`config.mk`:
```
export PLATFORM = sky130hd
export DESIGN_NAME = icache_fifo_v2_flat
export DESIGN_NICKNAME = d
export VERILOG_FILES = /design/src/rtl/icache_fifo_v2_if.sv /design/src/rtl/icache_fifo_v2.sv /design/src/flat_wrapper.sv
export SDC_FILE = /design/constraint.sdc
export NUM_CORES = 1
export LEC_CHECK = 0
export CAP_MARGIN = 15
export CORE_MARGIN = 4
export CORE_UTILIZATION = 53
export DETAILED_ROUTE_END_ITERATION = 6
export PLACE_DENSITY = 0.83
export SLEW_MARGIN = 20
export SYNTH_ARGS = -nofsm -noshare
export SYNTH_HDL_FRONTEND = slang
export SYNTH_SLANG_ARGS = --single-unit
```
`constraint.sdc`:
```
create_clock -name clk -period 2.5 [get_ports clk]
set_input_delay 0.5 -clock clk [delete_from_list [all_inputs] [get_ports clk]]
set_output_delay 0.5 -clock clk [all_outputs]
set_load 0.005 [all_outputs]
```
`src/rtl/icache_fifo_v2_if.sv`:
```
// Handshake/data bundle between an icache queue producer/consumer and its FIFO.
interface icache_fifo_v2_if #(
    parameter int DATA_WIDTH = 8,
    parameter int DEPTH      = 4
);
    localparam int CW = $clog2(DEPTH + 1);

    logic                  flush;
    logic                  wr_ena;
    logic [DATA_WIDTH-1:0] din;
    logic                  rd_ena;
    logic                  err_clr;
    logic [DATA_WIDTH-1:0] dout;
    logic                  full;
    logic                  empty;
    logic                  almost_full;
    logic                  almost_empty;
    logic [CW-1:0]         count;
    logic                  overflow;
    logic                  underflow;

    // Producer/consumer side: drives requests, observes status.
    modport master (
        output flush, wr_ena, din, rd_ena, err_clr,
        input  dout, full, empty, almost_full, almost_empty, count, overflow, underflow
    );

    // FIFO side.
    modport slave (
        input  flush, wr_ena, din, rd_ena, err_clr,
        output dout, full, empty, almost_full, almost_empty, count, overflow, underflow
    );
endinterface

```
`src/rtl/icache_fifo_v2.sv`:
```
// Any-depth first-word-fall-through FIFO with occupancy, thresholds,
// synchronous flush and sticky overflow/underflow flags.
module icache_fifo_v2 #(
    parameter int DATA_WIDTH    = 8,
    parameter int DEPTH         = 4,
    parameter int AFULL_THRESH  = DEPTH - 1,
    parameter int AEMPTY_THRESH = 1
) (
    input  logic               clk,
    input  logic               rst,
    icache_fifo_v2_if.slave    bus
);
    localparam int CW = $clog2(DEPTH + 1);
    localparam int PW = (DEPTH > 1) ? $clog2(DEPTH) : 1;

    logic [DATA_WIDTH-1:0] mem_q [DEPTH];
    logic [DATA_WIDTH-1:0] mem_d [DEPTH];
    logic [PW-1:0]         wr_ptr_q, wr_ptr_d;
    logic [PW-1:0]         rd_ptr_q, rd_ptr_d;
    logic [CW-1:0]         count_q, count_d;
    logic                  overflow_q, overflow_d;
    logic                  underflow_q, underflow_d;

    logic full_s, empty_s;
    logic wr_acc_s, rd_acc_s, wr_rej_s, rd_rej_s;

    // Pointers wrap at DEPTH-1 explicitly so non-power-of-two depths work.
    function automatic logic [PW-1:0] ptr_inc(input logic [PW-1:0] p);
        if (p == PW'(DEPTH - 1)) begin
            return {PW{1'b0}};
        end else begin
            return p + PW'(1);
        end
    endfunction

    // Status decode and accept/reject from start-of-cycle state; flush masks everything.
    always_comb begin
        full_s   = (count_q == CW'(DEPTH));
        empty_s  = (count_q == {CW{1'b0}});
        wr_acc_s = bus.wr_ena && !full_s  && !bus.flush;
        rd_acc_s = bus.rd_ena && !empty_s && !bus.flush;
        wr_rej_s = bus.wr_ena &&  full_s  && !bus.flush;
        rd_rej_s = bus.rd_ena &&  empty_s && !bus.flush;
    end

    // Next-state: storage, pointers, occupancy and sticky error flags.
    always_comb begin
        mem_d    = mem_q;
        wr_ptr_d = wr_ptr_q;
        rd_ptr_d = rd_ptr_q;
        count_d  = count_q;

        if (bus.flush) begin
            wr_ptr_d = {PW{1'b0}};
            rd_ptr_d = {PW{1'b0}};
            count_d  = {CW{1'b0}};
        end else begin
            if (wr_acc_s) begin
                mem_d[wr_ptr_q] = bus.din;
                wr_ptr_d        = ptr_inc(wr_ptr_q);
            end else begin
                wr_ptr_d = wr_ptr_q;
            end
            if (rd_acc_s) begin
                rd_ptr_d = ptr_inc(rd_ptr_q);
            end else begin
                rd_ptr_d = rd_ptr_q;
            end
            case ({wr_acc_s, rd_acc_s})
                2'b10:   count_d = count_q + CW'(1);
                2'b01:   count_d = count_q - CW'(1);
                default: count_d = count_q;
            endcase
        end

        // A new error in the clearing cycle wins over err_clr.
        if (wr_rej_s) begin
            overflow_d = 1'b1;
        end else if (bus.err_clr) begin
            overflow_d = 1'b0;
        end else begin
            overflow_d = overflow_q;
        end
        if (rd_rej_s) begin
            underflow_d = 1'b1;
        end else if (bus.err_clr) begin
            underflow_d = 1'b0;
        end else begin
            underflow_d = underflow_q;
        end
    end

    // State registers with asynchronous reset; memory is cleared so dout reads 0 after reset.
    always_ff @(posedge clk or posedge rst) begin
        if (rst) begin
            for (int i = 0; i < DEPTH; i++) begin
                mem_q[i] <= {DATA_WIDTH{1'b0}};
            end
            wr_ptr_q    <= {PW{1'b0}};
            rd_ptr_q    <= {PW{1'b0}};
            count_q     <= {CW{1'b0}};
            overflow_q  <= 1'b0;
            underflow_q <= 1'b0;
        end else begin
            mem_q       <= mem_d;
            wr_ptr_q    <= wr_ptr_d;
            rd_ptr_q    <= rd_ptr_d;
            count_q     <= count_d;
            overflow_q  <= overflow_d;
            underflow_q <= underflow_d;
        end
    end

    assign bus.dout         = mem_q[rd_ptr_q];
    assign bus.full         = full_s;
    assign bus.empty        = empty_s;
    assign bus.almost_full  = (count_q >= CW'(AFULL_THRESH));
    assign bus.almost_empty = (count_q <= CW'(AEMPTY_THRESH));
    assign bus.count        = count_q;
    assign bus.overflow     = overflow_q;
    assign bus.underflow    = underflow_q;
endmodule

```
`src/flat_wrapper.sv`:
```
// flat-port wrapper written by rule: the top's interface ports become plain ports
module icache_fifo_v2_flat 
#(
    parameter int DATA_WIDTH    = 8,
    parameter int DEPTH         = 4,
    parameter int AFULL_THRESH  = DEPTH - 1,
    parameter int AEMPTY_THRESH = 1
)
  (clk, rst, bus_flush, bus_wr_ena, bus_din, bus_rd_ena, bus_err_clr, bus_dout, bus_full, bus_empty, bus_almost_full, bus_almost_empty, bus_count, bus_overflow, bus_underflow);
  icache_fifo_v2_if #(.DATA_WIDTH(DATA_WIDTH), .DEPTH(DEPTH)) bus_i ();
  input  logic clk;
  input  logic rst;
  input wire logic [$bits(bus_i.flush)-1:0] bus_flush;
  input wire logic [$bits(bus_i.wr_ena)-1:0] bus_wr_ena;
  input wire logic [$bits(bus_i.din)-1:0] bus_din;
  input wire logic [$bits(bus_i.rd_ena)-1:0] bus_rd_ena;
  input wire logic [$bits(bus_i.err_clr)-1:0] bus_err_clr;
  output wire logic [$bits(bus_i.dout)-1:0] bus_dout;
  output wire logic [$bits(bus_i.full)-1:0] bus_full;
  output wire logic [$bits(bus_i.empty)-1:0] bus_empty;
  output wire logic [$bits(bus_i.almost_full)-1:0] bus_almost_full;
  output wire logic [$bits(bus_i.almost_empty)-1:0] bus_almost_empty;
  output wire logic [$bits(bus_i.count)-1:0] bus_count;
  output wire logic [$bits(bus_i.overflow)-1:0] bus_overflow;
  output wire logic [$bits(bus_i.underflow)-1:0] bus_underflow;
  assign bus_i.flush = bus_flush;
  assign bus_i.wr_ena = bus_wr_ena;
  assign bus_i.din = bus_din;
  assign bus_i.rd_ena = bus_rd_ena;
  assign bus_i.err_clr = bus_err_clr;
  assign bus_dout = bus_i.dout;
  assign bus_full = bus_i.full;
  assign bus_empty = bus_i.empty;
  assign bus_almost_full = bus_i.almost_full;
  assign bus_almost_empty = bus_i.almost_empty;
  assign bus_count = bus_i.count;
  assign bus_overflow = bus_i.overflow;
  assign bus_underflow = bus_i.underflow;
  icache_fifo_v2 #(.DATA_WIDTH(DATA_WIDTH), .DEPTH(DEPTH), .AFULL_THRESH(AFULL_THRESH), .AEMPTY_THRESH(AEMPTY_THRESH)) u_core (.clk(clk), .rst(rst), .bus(bus_i));
endmodule
```
==> impl_metrics.ini, run 1 <==
[outcome]
status = complete, no violations

[global_routing]
overflow = 0
grtUsageTotal = 0.183
grt_pass1_vias = 1423
grt_pass1_wl_mm = 7.00
grt_max_degree = 42
antenna_found_initial = 0

[critical_path]
reg2reg_setup_slack_ns = 0.61
crit_fanout = 7
r2r_cells = 6
cp.depth = 3
critPathLaunchType = flop
critPathBufInv = 2
critical_path.max_stage_delay_ns = 0.51
worstPathRequired_ns = 2.00
slowest_stage = mux4_2
critPathCaptureType = primary output
r2r-end = u_core.mem_q[23]
r2r-start = u_core.bus.count[0]
crit_type = reg -> out
critPathArrivalTime_ns = 1.89
startpoint = u_core.rd_ptr_q[0]
path_cells = buf_12 > mux4_2 > clkdlybuf4s50_1
crit_family = buffers and inverters

[placement]
dp_worst_setup_slack_ns = 0.385
routabilityCongestion = 0.862
dpl-instance-area_um2 = 2450
dp.cells = 225
portBuffers = 30
dp_hpwl_mm = 2.88

[layout]
fin_cells = 233
nets = 207
fillers = 268
drive_above_1_share = 0.330
diodes = 0
multiInputGateArea_um2 = 980
seqCellArea_um2 = 1030
syn_to_final_growth_pct = 24.7
fin_area_um2 = 2570
utilization = 0.693

[power_and_ir_drop]
cellPowerDensity_nw_per_um2 = 1140
p_leak_nw = 1.19
power_mw = 2.94
vdd_drop_max_v = 0.000509

[logic_synthesis]
synth_top_family_by_area = multiplexers
syn_nets = 169
yosys.area.top_type = dfrtp_1
netlist_area_um2 = 2060
yosys-top-cells-area = dfrtp_1, mux2_2, mux4_2, ha_1, mux2_4
synth-edff-count = 0
ys_warn_count = 0
synth-xor-area-share = 0.0170
yosysMostFrequentCell = dfrtp_1
seq_area_frac_synth = 0.497
synth_compound_area_frac = 0.0497
yosys.area_share.adder = 0.0546
avgSynthCellArea_um2 = 14.1
synth-seq-cells = 41
yosysUniqueCellTypes = 27
synth_flop_cell = dfrtp_1
synth.area.mux_share = 0.280
synthArstFlopShare = 1.00
synth_top_area_frac = 0.497
yosys.area_share.simple = 0.0722
synth_cells = 146
synth_common_cells = dfrtp_1, mux2_2, inv_1

[route]
drt_iter0_markers = 63
vias = 1285
ant_nets = 0
finalWirelength_mm = 4.05
drt_first_pass_iters = 4
remaining_drc_errors = 0
routedWlPerCell_um = 17.4
via_per_inst = 5.52

[min_path]
holdPathStages = 1
min_from = u_core.mem_q[1]
worstHoldEndpoint = u_core.mem_q[1]
hold_path.class = reg -> reg

[sta]
period_minus_slack_ns = 2.39
finalSetupViolCount = 0
setup_tns_ns = 0
slew_headroom = 0.657
worst_slack_ns = 0.107
fin_skew_ns = 0.00946
rsz0062_at_grt = no
period_share = 0.957
hold_viol_final = 0
drv_slew = 0
worst_pin_slew_ns = 0.515
fmax_ghz = 0.418
fin_hold_ws_ns = 0.508

[clock_tree]
htreeDepth = 2
cts_tree = done
hold_buffers = 0
clock_sinks = 41
root_buffer = clkbuf_8
cts_made_buffers = 5
clockBufferDepth = 2
clkSlewWorstSetupHoldPaths_ns = 0.07
clock_latency_ns = 0.30

[floorplanning]
core_area_um2 = 3720
initial_utilization = 0.555
die-area_um2 = 4950
std_cell_rows = 22
fp.dieW_um = 70.4
io_pins = 31
die_h_um = 70.4

[run]
cap_violations = 0
==> state kept, by name, indices dropped and copies added, names as in the netlist <==
register	cells
u_core.bus.overflow	1
u_core.bus.count	3
u_core.mem_q	32
u_core.wr_ptr_q	2
u_core.rd_ptr_q	2
u_core.bus.underflow	1
==> layout by cell type (no fill, tap or decap), types with 3 or more instances in the layout <==
cell type / n
mux2_4: 7
mux4_2: 8
clkbuf_8: 6
o21ai_0: 3
mux2_2: 24
ha_1: 8
nand2_4: 4
inv_1: 12
nor2_1: 6
a21oi_1: 4
buf_4: 3
dfrtp_1: 41
nand2_1: 4
clkdlybuf4s50_1: 30
==> power by group <==
| part | total [mW] | switching, mW | internal [mW] |
|---|---|---|---|
| clock | 0.554 | 0.229 | 0.325 |
| combinational | 1.28 | 0.454 | 0.824 |
| sequential | 1.11 | 0.184 | 0.925 |
| total | 2.94 | 0.867 | 2.07 |
==> layout make-up <==
type                            instances  share of cell area
Tap cell                               48              0.0233
Clock inverter                          2              0.0146
Clock buffer                            6              0.0321
Timing Repair Buffer                   34               0.133
Inverter                               12              0.0175
Multi-Input combinational cell         90               0.381
Sequential cell                        41               0.399
==> worst register-to-register path: stages, from the launching register on <==
cell and delay (ns):
dfrtp_1 0.46, inv_1 0.13, ha_2 0.26, a21bo_4 0.26
nor2_8 0.18, nand2_4 0.14, mux2_1 0.34
==> metal layers <==
metal | vias to the layer above | part of all wire | track usage
met5 | - | 0 | 0
met4 | 0 | 0.018 | 0.0723
met3 | 5 | 0.028 | 0.0317
met2 | 17 | 0.53 | 0.302
met1 | 668 | 0.42 | 0.238
li1 | 595 | - | -
==> what timing repair did <==
action	4_1_cts	5_1_grt
resized for setup	0	1
setup buffers	0	0
hold endpoints to repair	0	0
endpoints found under the setup margin	0	2
==> how the worst max path moves through the flow <==
stage	endpoint	slack (ns)
after global routing	bus_full	0.03
after CTS	bus_full	0.04
after global placement	bus_dout[6]	0.45
final	bus_dout[5]	0.11
after floorplan	u_core.mem_q[23]	0.73
after detailed placement	bus_full	0.38
==> cell families after synthesis <==
kind of cell / Yosys count
xor gates and xnor gates: 4
DFF: 41
muxes: 41
AOI/OAI and AO/OA: 14
adders and majority gates: 9
buffers and inverters: 15
and+or+nand+nor: 22
Note: power is estimated with default switching activity, not from simulation.
==> run 2, diff against run 1 <==
CORE_UTILIZATION = 48   (was 53)
PLACE_DENSITY = 0.75   (was 0.83)
clock period = 2.1 ns   (was 2.5 ns; I/O delays follow)
==> impl_metrics.ini, run 2 (synthesis gave the netlist of run 1 again) <==
[layout]
diodes = 0
nets = 217
top_register = u_core.mem_q
final_common_cell = dfrtp_1
syn_to_final_growth_pct = 26.8
largest_reg_flops = 32
drive_above_1_share = 0.381
layout_common_cells = dfrtp_1, mux2_2, clkdlybuf4s50_1, buf_4, inv_1
fillers = 315

[global_routing]
antenna_found_initial = 0
met3_usage = 0.0492
grt_pass1_vias = 1378
overflow = 0
grt_pass1_wl_mm = 6.82
gr-usage-met2 = 0.278
use_met1 = 0.216
grt_max_degree = 42
grtUsageTotal = 0.171
grt.busiest_layer = met2

[clock_tree]
clockBufferDepth = 2
cts_tree = done
clkSlewWorstSetupHoldPaths_ns = 0.07
clock_latency_ns = 0.29
clock_sinks = 41
htreeDepth = 2
root_buffer = clkbuf_8
cts_made_buffers = 5
hold_buffers = 0

[route]
routedWlPerCell_um = 17.3
finalWirelength_mm = 4.21
vias = 1333
via_per_inst = 5.46
drt_iter0_markers = 65
remaining_drc_errors = 0
drt_first_pass_iters = 4
ant_nets = 0

[placement]
portBuffers = 30
dp_hpwl_mm = 2.86
routabilityCongestion = 0.819

[floorplanning]
std_cell_rows = 23
io_pins = 31
fp.dieW_um = 73.6
die-area_um2 = 5410
die_h_um = 73.6
initial_utilization = 0.505
core_area_um2 = 4090

[sta]
slew_headroom = 0.657
fmax_ghz = 0.491
period_minus_slack_ns = 2.04
hold_viol_final = 0
fin_skew_ns = 0.00459
drv_slew = 0
finalSetupViolCount = 0
fin_hold_ws_ns = 0.500
setup_tns_ns = 0
period_share = 0.970
worst_pin_slew_ns = 0.514

[critical_path]
critPathLaunchType = flop
r2r_cells = 8
crit_fanout = 3
r2r-end = u_core.mem_q[23]
critPathArrivalTime_ns = 1.62
r2r-start = u_core.bus.count[0]
reg2reg_setup_slack_ns = 0.15
critPathCaptureType = primary output
worstPathRequired_ns = 1.68
crit_type = reg -> out

[min_path]
min_from = u_core.mem_q[15]
worstHoldEndpoint = u_core.mem_q[15]
holdPathStages = 1
hold_path.class = reg -> reg

[run]
cap_violations = 0

[power_and_ir_drop]
cellPowerDensity_nw_per_um2 = 1290
vdd_drop_max_v = 0.000626
p_leak_nw = 1.27

[outcome]
status = complete, no violations
run 2: cell types whose count changed in the layout (fill, tap and decap cells not counted), sizes merged:
cell	delta
buf	+10
dlygate4sd2	+9
clkbuf	+1
clkinvlp	-1
bufinv	-1
dlymetal6s2s	+2
clkdlybuf4s50	-11
run 2: layout make-up:
| type | instances | area, um2 | area share |
|---|---|---|---|
| multi-input combinational | 90 | 990 | 0.378 |
| tap | 50 | 62.6 | 0.0239 |
| clock buffer | 7 | 86.3 | 0.0330 |
| timing repair buffer | 44 | 403 | 0.154 |
| sequential | 41 | 1030 | 0.394 |
| inverter | 12 | 45.0 | 0.0172 |
run 2: where the power goes:
group,switching [mW],internal [mW]
sequential,0.196,1.11
clock,0.259,0.261
combinational,0.580,0.979
total,1.03,2.34
run 2: critical path, cell delays in order (launching register included):
cell           delay, ns
dfrtp_1             0.39
buf_4               0.16
mux4_2              0.49
dlygate4sd2_1       0.28
run 2: worst max-delay path by stage:
stage                        start                to  cells after the start
2_1_floorplan  u_core.bus.count[0]  u_core.mem_q[23]                      6
3_3_place_gp   u_core.bus.count[0]         bus_empty                      5
3_5_place_dp   u_core.bus.count[0]          bus_full                      5
4_1_cts        u_core.bus.count[0]         bus_empty                      5
5_1_grt         u_core.rd_ptr_q[0]       bus_dout[7]                      3
6_report        u_core.rd_ptr_q[0]       bus_dout[3]                      3
run 2: repair_timing:
item                       in CTS  in global routing
setup endpoints to repair      11                  8
pin swaps                       1                  0
resized for setup              16                  3
buffers inserted                5                  4
run 2: metrics by stage:
stage | utilization | setup slack [ns] | cells | cell area (um2) | power, mW
2_1_floorplan | - | 0.330 | 146 | 2060 | 2.16
3_3_place_gp | 0.599 | 0.103 | 228 | 2450 | 2.76
3_5_place_dp | 0.599 | 0.0622 | 228 | 2450 | 2.83
4_1_cts | 0.631 | 0.00870 | 240 | 2580 | 3.36
5_1_grt | 0.640 | -0.00420 | 244 | 2620 | 3.59
6_report | 0.640 | 0.0640 | 244 | 2620 | 3.38
run 2: metal layers:
metal | up-vias | wire [um]
li1 | 616 | -
met1 | 672 | 1880
met2 | 39 | 2060
met3 | 6 | 211
met4 | 0 | 57
met5 | - | 0
